File: src/rtl/st_source_3ch_if.sv
// Stream bundle for st_source_3ch: one addressed input stream and three
// per-channel output streams. "master" is the host/sink side, "slave" is the source block.
interface st_source_3ch_if #(
    parameter int DATA_W = 8
);
    // Handshake: a beat moves on a rising edge where valid && ready; ready
    // never looks at valid, and valid/data hold until the beat is taken.
    logic [DATA_W-1:0] in_data;
    logic [1:0]        in_channel;
    logic              in_valid;
    logic              in_ready;

    logic [DATA_W-1:0] out0_data;
    logic              out0_valid;
    logic              out0_ready;
    logic [DATA_W-1:0] out1_data;
    logic              out1_valid;
    logic              out1_ready;
    logic [DATA_W-1:0] out2_data;
    logic              out2_valid;
    logic              out2_ready;

    modport master (
        output in_data, in_channel, in_valid,
        input  in_ready,
        input  out0_data, out0_valid, out1_data, out1_valid, out2_data, out2_valid,
        output out0_ready, out1_ready, out2_ready
    );

    modport slave (
        input  in_data, in_channel, in_valid,
        output in_ready,
        output out0_data, out0_valid, out1_data, out1_valid, out2_data, out2_valid,
        input  out0_ready, out1_ready, out2_ready
    );
endinterface

File: src/rtl/st_source_3ch.sv
// Steers an addressed byte stream into three independent FIFOs, each drained
// through its own ready-latency-0 source port. Channel 3 beats are counted and dropped.
module st_source_3ch #(
    parameter int DATA_W = 8,
    parameter int DEPTH  = 4
) (
    input  logic                       clk,
    input  logic                       reset_n,
    st_source_3ch_if.slave             st,
    output logic [$clog2(DEPTH):0]     fill0,
    output logic [$clog2(DEPTH):0]     fill1,
    output logic [$clog2(DEPTH):0]     fill2,
    output logic [7:0]                 err_count
);
    localparam int PW = $clog2(DEPTH);
    localparam int FW = PW + 1;

    logic [DATA_W-1:0] mem_q    [3][DEPTH];
    logic [PW-1:0]     wr_ptr_q [3];
    logic [PW-1:0]     rd_ptr_q [3];
    logic [FW-1:0]     fill_q   [3];
    logic [7:0]        err_q;

    logic [3:0] full_ext;
    logic [2:0] out_ready;
    logic [2:0] push;
    logic [2:0] pop;
    logic       accept;
    logic       in_ready_w;

    assign out_ready = {st.out2_ready, st.out1_ready, st.out0_ready};

    always_comb begin
        full_ext = 4'b0000;
        for (int k = 0; k < 3; k++) begin
            full_ext[k] = (fill_q[k] == FW'(DEPTH));
        end
    end

    // Channel 3 is always ready so illegal beats never stall the input.
    assign in_ready_w = (st.in_channel == 2'd3) | ~full_ext[st.in_channel];
    assign accept     = st.in_valid & in_ready_w;
    assign st.in_ready = in_ready_w;

    always_comb begin
        push = 3'b000;
        pop  = 3'b000;
        for (int k = 0; k < 3; k++) begin
            push[k] = accept && (st.in_channel == 2'(k));
            pop[k]  = (fill_q[k] != '0) && out_ready[k];
        end
    end

    always_ff @(posedge clk or negedge reset_n) begin
        if (!reset_n) begin
            for (int k = 0; k < 3; k++) begin
                wr_ptr_q[k] <= '0;
                rd_ptr_q[k] <= '0;
                fill_q[k]   <= '0;
                for (int i = 0; i < DEPTH; i++) begin
                    mem_q[k][i] <= '0;
                end
            end
        end else begin
            for (int k = 0; k < 3; k++) begin
                if (push[k]) begin
                    mem_q[k][wr_ptr_q[k]] <= st.in_data;
                    wr_ptr_q[k]           <= wr_ptr_q[k] + PW'(1);
                end
                if (pop[k]) begin
                    rd_ptr_q[k] <= rd_ptr_q[k] + PW'(1);
                end
                // Simultaneous push and pop leaves occupancy unchanged.
                if (push[k] && !pop[k]) begin
                    fill_q[k] <= fill_q[k] + FW'(1);
                end else if (!push[k] && pop[k]) begin
                    fill_q[k] <= fill_q[k] - FW'(1);
                end
            end
        end
    end

    always_ff @(posedge clk or negedge reset_n) begin
        if (!reset_n) begin
            err_q <= 8'd0;
        end else if (accept && (st.in_channel == 2'd3) && (err_q != 8'hFF)) begin
            err_q <= err_q + 8'd1;
        end
    end

    assign st.out0_data  = mem_q[0][rd_ptr_q[0]];
    assign st.out1_data  = mem_q[1][rd_ptr_q[1]];
    assign st.out2_data  = mem_q[2][rd_ptr_q[2]];
    assign st.out0_valid = (fill_q[0] != '0);
    assign st.out1_valid = (fill_q[1] != '0);
    assign st.out2_valid = (fill_q[2] != '0);

    assign fill0     = fill_q[0];
    assign fill1     = fill_q[1];
    assign fill2     = fill_q[2];
    assign err_count = err_q;
endmodule

File: src/flat_wrapper.sv
// flat-port wrapper written by rule: the top's interface ports become plain ports
module st_source_3ch_flat 
#(
    parameter int DATA_W = 8,
    parameter int DEPTH  = 4
)
  (clk, reset_n, fill0, fill1, fill2, err_count, st_in_data, st_in_channel, st_in_valid, st_in_ready, st_out0_data, st_out0_valid, st_out1_data, st_out1_valid, st_out2_data, st_out2_valid, st_out0_ready, st_out1_ready, st_out2_ready);
  st_source_3ch_if #(.DATA_W(DATA_W)) st_i ();
  input  logic clk;
  input  logic reset_n;
  output logic [$clog2(DEPTH):0] fill0;
  output logic [$clog2(DEPTH):0] fill1;
  output logic [$clog2(DEPTH):0] fill2;
  output logic [7:0] err_count;
  input wire logic [$bits(st_i.in_data)-1:0] st_in_data;
  input wire logic [$bits(st_i.in_channel)-1:0] st_in_channel;
  input wire logic [$bits(st_i.in_valid)-1:0] st_in_valid;
  output wire logic [$bits(st_i.in_ready)-1:0] st_in_ready;
  output wire logic [$bits(st_i.out0_data)-1:0] st_out0_data;
  output wire logic [$bits(st_i.out0_valid)-1:0] st_out0_valid;
  output wire logic [$bits(st_i.out1_data)-1:0] st_out1_data;
  output wire logic [$bits(st_i.out1_valid)-1:0] st_out1_valid;
  output wire logic [$bits(st_i.out2_data)-1:0] st_out2_data;
  output wire logic [$bits(st_i.out2_valid)-1:0] st_out2_valid;
  input wire logic [$bits(st_i.out0_ready)-1:0] st_out0_ready;
  input wire logic [$bits(st_i.out1_ready)-1:0] st_out1_ready;
  input wire logic [$bits(st_i.out2_ready)-1:0] st_out2_ready;
  assign st_i.in_data = st_in_data;
  assign st_i.in_channel = st_in_channel;
  assign st_i.in_valid = st_in_valid;
  assign st_in_ready = st_i.in_ready;
  assign st_out0_data = st_i.out0_data;
  assign st_out0_valid = st_i.out0_valid;
  assign st_out1_data = st_i.out1_data;
  assign st_out1_valid = st_i.out1_valid;
  assign st_out2_data = st_i.out2_data;
  assign st_out2_valid = st_i.out2_valid;
  assign st_i.out0_ready = st_out0_ready;
  assign st_i.out1_ready = st_out1_ready;
  assign st_i.out2_ready = st_out2_ready;
  st_source_3ch #(.DATA_W(DATA_W), .DEPTH(DEPTH)) u_core (.clk(clk), .reset_n(reset_n), .st(st_i), .fill0(fill0), .fill1(fill1), .fill2(fill2), .err_count(err_count));
endmodule
File: config.mk
export PLATFORM = sky130hd
export DESIGN_NAME = st_source_3ch_flat
export DESIGN_NICKNAME = d
export VERILOG_FILES = /design/src/rtl/st_source_3ch_if.sv /design/src/rtl/st_source_3ch.sv /design/src/flat_wrapper.sv
export SDC_FILE = /design/constraint.sdc
export NUM_CORES = 1
export LEC_CHECK = 0
export ABC_AREA = 1
export ABC_CLOCK_PERIOD_IN_PS = 2700
export CAP_MARGIN = 20
export CORE_MARGIN = 4
export CORE_UTILIZATION = 45
export DETAILED_ROUTE_END_ITERATION = 10
export HOLD_SLACK_MARGIN = 0.1
export PLACE_DENSITY = 0.72
export SYNTH_ARGS = -nofsm -noshare
export SYNTH_HDL_FRONTEND = slang
export SYNTH_SLANG_ARGS = --single-unit
File: constraint.sdc
create_clock -name clk -period 2.7 [get_ports clk]
set_input_delay 0.27 -clock clk [delete_from_list [all_inputs] [get_ports clk]]
set_output_delay 0.27 -clock clk [all_outputs]
set_load 0.01 [all_outputs]
# == After elaboration in Yosys (flattened, before gate mapping) ==
# Index checks and enable logic that the tools add are counted.
# classes
bitwise,9
addsub,13
magnitude_cmp,10
mux,26
n_reduce_logical,30
eq_ne,7
# op_table
cell,count
$bwmux 32,3
$mux 8,9
$bmux 8 s2,3
$demux 8 s2,3
$ge 3x3->1 const B,6
$mux 3,6
$not 2->3,6
$logic_and 1x1->1,17
$add 2x1->2 const B,6
$add 3x1->3 const B,3
$eq 3x3->1 const B,3
$lt 3x1->1 const B,3
$reduce_bool 3->1,3
$sub 3x1->3 const B,3
$add 8x1->8 const B,1
$ne 8x8->1 const B,1
$logic_not 1->1,6
$reduce_bool 2->1,3
$eq 2x2->1 const B,2
$lt 2x3->1 const B,1
$bmux 1 s2,1
$eq 2x1->1 const B,1
$logic_not 2->1,1
$and 1x1->1,1
other kinds (3),3
# totals
word_cells,117
output_inout_bits,45
regBits,125

# == Depth between registers and ports, before layout ==
# logic_depth
ltp_word,11
depth_mapped,14

# == Worst setup path before layout ==
# No wires, ideal clock.
# synth_timing
path_kind,register to register
from,register u_core.fill_q (netlist bit u_core.fill1[0])
to,register u_core.fill_q (netlist bit u_core.fill1[2])
path_stages_with_launch,14
required_ns,2.569
slack_ns,0.479
setup_ns,0.131
n_path_buf,1
arrival_ns,2.090
cell_sequence,dfrtp_1 -> inv_1 -> nand3_1 -> nand2_1 -> nand3_1 -> buf_4 -> nand3_4 -> inv_1 -> ha_1 -> inv_1 -> fa_1 -> a21oi_1 -> o21ai_0 -> xor2_1
# synth_between
elab_chain_cells,10
word_cells_on_any_way,18
cone_classes,2 x add/sub; 1 x eq/ne; 4 x mux; 3 x bitwise; 8 x reduce/logical
# synth_rtl
item,line_no,source
from (decl),st_source_3ch.sv:21,logic [FW-1:0] fill_q [3];
"from (signal, indexed assignment)",st_source_3ch.sv:75,fill_q[k] <= fill_q[k] + FW'(1);
"from (signal, indexed assignment)",st_source_3ch.sv:77,fill_q[k] <= fill_q[k] - FW'(1);
$eq 3x3->1 *,st_source_3ch.sv:36,full_ext[k] = (fill_q[k] == FW'(DEPTH));
$bmux 1 s2 *,st_source_3ch.sv:41,assign in_ready_w = (st.in_channel == 2'd3) | ~full_ext[st.in_channel];
$mux 1 (not written as such) *,st_source_3ch.sv:41,
$not 1->1 *,st_source_3ch.sv:41,
$or 1x1->1 *,st_source_3ch.sv:41,
net st_in_ready,flat_wrapper.sv:18,output wire logic [$bits(st_i.in_ready)-1:0] st_in_ready;
$and 1x1->1 *,st_source_3ch.sv:42,assign accept = st.in_valid & in_ready_w;
$logic_and 1x1->1 *,st_source_3ch.sv:49,push[k] = accept && (st.in_channel == 2'(k));
net u_core.push[1],st_source_3ch.sv:26,logic [2:0] push;
$logic_not 1->1,st_source_3ch.sv:76,end else if (!push[k] && pop[k]) begin
$logic_and 1x1->1,st_source_3ch.sv:76,
$reduce_bool 2->1 (no source line),--,
# Mark *: on every way through the listed nets, which the timed path passes. The rest lies on a longest branch. The select of a mux whose other input is x is not followed.
# A chain may end at the register's enable or synchronous reset.

# == Worst setup path in the final report ==
# layout_timing
from,register u_core.rd_ptr_q[0] (netlist bit)
to,output st_out2_data[2]
# layout_between
elab_chain_cells,4
# layout_rtl
item,line_no,source
from (decl),st_source_3ch.sv:20,logic [PW-1:0] rd_ptr_q [3];
"from (signal, indexed assignment)",st_source_3ch.sv:71,rd_ptr_q[k] <= rd_ptr_q[k] + PW'(1);
$not 2->3 (not written as such),st_source_3ch.sv:93,assign st.out2_data = mem_q[2][rd_ptr_q[2]];
$bmux 8 s2,st_source_3ch.sv:93,
$mux 8 (not written as such) (2 in a row),st_source_3ch.sv:93,
to (decl),flat_wrapper.sv:23,output wire logic [$bits(st_i.out2_data)-1:0] st_out2_data;
# Every way passes these cells. The select of a mux whose other input is x is not followed.

==> impl_metrics.sql <==
INSERT INTO impl_metrics (metric_group, metric, value, unit) VALUES
('routing', 'drt_first_pass_iters', '5', ''),
('timing', 'setup-violations-final', '0', ''),
('clocking', 'postCtsSetupRepairBufs', '0', ''),
('layout', 'most_frequent_cells_in_the_layout', 'sky130_fd_sc_hd__nand2_1, sky130_fd_sc_hd__dfrtp_1, sky130_fd_sc_hd__o21ai_0', ''),
('grt', 'first_global_vias', '5222', ''),
('pwr', 'ir_drop', '0.735', 'mV'),
('clocking', 'clkSlewWorstSetupHoldPaths', '0.05', 'ns'),
('synthesis', 'syn_inst', '737', ''),
('min_path', 'hold_path_class', 'in -> async', ''),
('routing', 'postRouteWirelength', '15800', 'µm'),
('pwr', 'finalPower', '0.00934', 'W'),
('place', 'finalWeightedCongestion', '0.855', ''),
('synthesis', 'synth.area.top_cells', 'sky130_fd_sc_hd__dfrtp_1, sky130_fd_sc_hd__nand2_1, sky130_fd_sc_hd__o21ai_0, sky130_fd_sc_hd__nor2_1, sky130_fd_sc_hd__ha_1', ''),
('floorplanning', 'core_area', '12800', 'µm²'),
('routing', 'detailroute.wirelength.met3', '1180', 'µm'),
('clocking', 'cts_tree', 'built', ''),
('floorplanning', 'start_util', '46.7', '%'),
('routing', 'wl_met1', '6910', 'µm'),
('synthesis', 'synth.largest_area_cell', 'sky130_fd_sc_hd__dfrtp_1', ''),
('timing', 'finalHoldViolCount', '0', ''),
('grt', 'largest_net_degree_at_the_start_of_global_routing', '51', ''),
('routing', 'drt_first_iter_violations', '516', ''),
('setup_path', 'worst_r2r_setup_slack', '0.40', 'ns'),
('timing', 'timing_worst_slew_pin_value', '0.719', 'ns'),
('floorplanning', 'dieArea', '15200', 'µm²'),
('routing', 'via_density_per_instance', '5.27', ''),
('floorplanning', 'ioPinCount', '61', ''),
('clocking', 'clock_latency_on_the_worst_skew_pair', '0.42', 'ns'),
('synthesis', 'synth_cell_types', '23', ''),
('timing', 'final_max_slew_viol_count', '0', ''),
('timing', 'max_slew_margin', '51.9', '%'),
('synthesis', 'synth_nets', '772', ''),
('floorplanning', 'die_height', '123', 'µm'),
('layout', 'finalNetCount', '841', ''),
('layout', 'layout-drive-gt1-share', '6.85', '%'),
('setup_path', 'timing_worst_setup_path_type', 'reg -> out', ''),
('grt', 'grt.overflow.total', '0', ''),
('outcome', 'run_status', 'finished clean', ''),
('synthesis', 'synth_area_per_cell', '8.12', 'µm²'),
('pwr', 'pwr_density_cell', '1260', 'nW/µm²'),
('clocking', 'cts_buffers', '17', ''),
('timing', 'unrepaired_setup_endpoints_after_global_routing', 'false', ''),
('timing', 'post_route_clock_skew', '0.00877', 'ns'),
('routing', 'met2_wirelength', '7310', 'µm'),
('synthesis', 'mappedNetlistArea', '5990', 'µm²'),
('synthesis', 'synthesized_flop_and_latch_total', '125', ''),
('grt', 'antenna_found_initial', '0', ''),
('timing', 'clock.fmax', '0.399', 'GHz'),
('job', 'timing.max_cap.violations', '0', ''),
('clocking', 'numClockSinks', '125', ''),
('timing', 'final_total_negative_setup_slack', '0', 'ns'),
('synthesis', 'yosysSeqAreaShare', '52.2', '%'),
('setup_path', 'cp.arrival', '2.24', 'ns'),
('floorplanning', 'floorplan.rows', '41', ''),
('timing', 'fin_crit_sh', '92.8', '%'),
('grt', 'grt_first_pass_wirelength', '26100', 'µm'),
('setup_path', 'worst-endpoint-required', '2.43', 'ns'),
('timing', 'post-route-min-period', '2.51', 'ns'),
('synthesis', 'synth_top_area_share', '52.2', '%'),
('clocking', 'cts_buffer_depth', '2', ''),
('grt', 'track_usage', '22.2', '%'),
('routing', 'final_antenna_net_count', '0', ''),
('routing', 'vias', '5219', ''),
('synthesis', 'yosysWarningCount', '0', ''),
('place', 'port-buffer-count', '60', ''),
('routing', 'route.detailed.wl_per_inst', '15.9', 'µm'),
('floorplanning', 'die_width', '123', 'µm'),
('clocking', 'clock-root-buffer', 'sky130_fd_sc_hd__clkbuf_16', ''),
('layout', 'area_delta_synth_final', '23.7', '%'),
('setup_path', 'critPathMaxFanout', '18', ''),
('layout', 'commonest_non_fill_non_tap_cell_in_the_layout', 'sky130_fd_sc_hd__nand2_1', ''),
('place', 'detailedPlacementHpwl', '10700', 'µm'),
('routing', 'dr_drc_count', '0', ''),
('setup_path', 'setup.worst_path.end_class', 'primary output', ''),
('setup_path', 'critPathLaunchType', 'flip-flop', ''),
('layout', 'insertedDiodeCount', '0', ''),
('pwr', 'leakage', '3.67', 'nW'),
('clocking', 'cts_htree_levels', '4', ''),
('routing', 'dr.max_layer_used', 'met4', '');
==> report_power, final <==
group | total (W) | internal, W | switching (W)
Combinational | 0.00370 | 0.00170 | 0.00200
Sequential | 0.00345 | 0.00278 | 0.000672
Clock | 0.00219 | 0.00140 | 0.000789
==> kinds of logic (layout without fill, tap and decap cells) <==
group,after synthesis,after routing,synth area share [%]
buffers and inverters,66,147,4.22
adder cells (fa/ha/maj),19,19,4.35
XOR/XNOR,18,18,2.63
multiplexers,1,1,0.188
AND/OR/NAND/NOR,390,390,25.9
flip-flops,125,125,52.2
AO/OA/AOI/OAI,118,118,10.4
==> cell usage after synthesis <==
cell type	instances
sky130_fd_sc_hd__nand2_1	293
sky130_fd_sc_hd__dfrtp_1	125
sky130_fd_sc_hd__o21ai_0	86
sky130_fd_sc_hd__nor2_1	71
sky130_fd_sc_hd__inv_1	39
sky130_fd_sc_hd__clkbuf_1	24
sky130_fd_sc_hd__o22ai_1	24
sky130_fd_sc_hd__ha_1	16
sky130_fd_sc_hd__xor2_1	11
sky130_fd_sc_hd__nand3_1	9
sky130_fd_sc_hd__nand4_1	9
sky130_fd_sc_hd__a21oi_1	7
sky130_fd_sc_hd__xnor2_1	7
sky130_fd_sc_hd__nor2_4	5
sky130_fd_sc_hd__fa_1	3
sky130_fd_sc_hd__and3_1	1
sky130_fd_sc_hd__buf_2	1
sky130_fd_sc_hd__buf_4	1
sky130_fd_sc_hd__inv_2	1
sky130_fd_sc_hd__mux2_2	1
sky130_fd_sc_hd__nand3_4	1
sky130_fd_sc_hd__nor3_1	1
sky130_fd_sc_hd__o21ai_2	1
==> metrics by stage <==
stage | utilization, % | worst slack, ns | cells | hold slack [ns] | area [µm²]
finish | 57.7 | 0.195 | 990 | 0.430 | 7410
global route | 57.7 | 0.0508 | 990 | 0.484 | 7410
CTS | 57.7 | 0.0508 | 990 | 0.441 | 7400
detailed placement | 53.2 | 0.0545 | 958 | 0.342 | 6820
global placement | 53.2 | 0.175 | 958 | 0.343 | 6820
floorplan | - | 0.479 | 737 | -0.0256 | 5990
==> sequential cells by signal, indices dropped and copies added, names as in the netlist <==
register          cells
u_core.mem_q         96
u_core.err_count      8
u_core.rd_ptr_q       6
u_core.wr_ptr_q       6
u_core.fill0          3
u_core.fill1          3
u_core.fill2          3
==> layer usage <==
layer,vias up,GRT usage [%]
met3,26,5.12
met5,-,0
li1,2493,-
met4,0,9.55
met2,212,34.9
met1,2488,29.8
==> final cells by class <==
cell class	count	area [µm²]
Fill cell	1144	5420
Clock inverter	7	60.1
Inverter	40	150
Multi-Input combinational cell	546	2610
Sequential cell	125	3130
Tap cell	172	215
Clock buffer	24	512
Timing Repair Buffer	76	733
==> repair_timing <==
| item | 4_1_cts | 5_1_grt |
|---|---|---|
| endpoints found under the setup margin | 0 | 8 |
| hold endpoints to repair | 47 | 0 |
| gates resized for setup | 0 | 1 |
| hold buffers | 1 | 0 |
==> critical path, stage by stage, from the launching register on <==
cell	delay, ns
sky130_fd_sc_hd__dfrtp_2	0.53
sky130_fd_sc_hd__inv_1	0.40
sky130_fd_sc_hd__o21ai_0	0.17
sky130_fd_sc_hd__o22ai_1	0.17
sky130_fd_sc_hd__clkdlybuf4s50_1	0.56
==> final timing paths <==
kind	from	end	cells after the start
worst max-delay path	u_core.rd_ptr_q[0]	st_out2_data[2]	4
worst min-delay path	reset_n	u_core.rd_ptr_q[1]	2
worst max register to register	u_core.fill1[0]	u_core.fill0[2]	12
worst min register to register	u_core.mem_q[72]	u_core.mem_q[72]	2
max in group asynchronous	reset_n	u_core.mem_q[61]	3
min in group clk	u_core.mem_q[72]	u_core.mem_q[72]	2
Power figures use the tool's default switching activity.
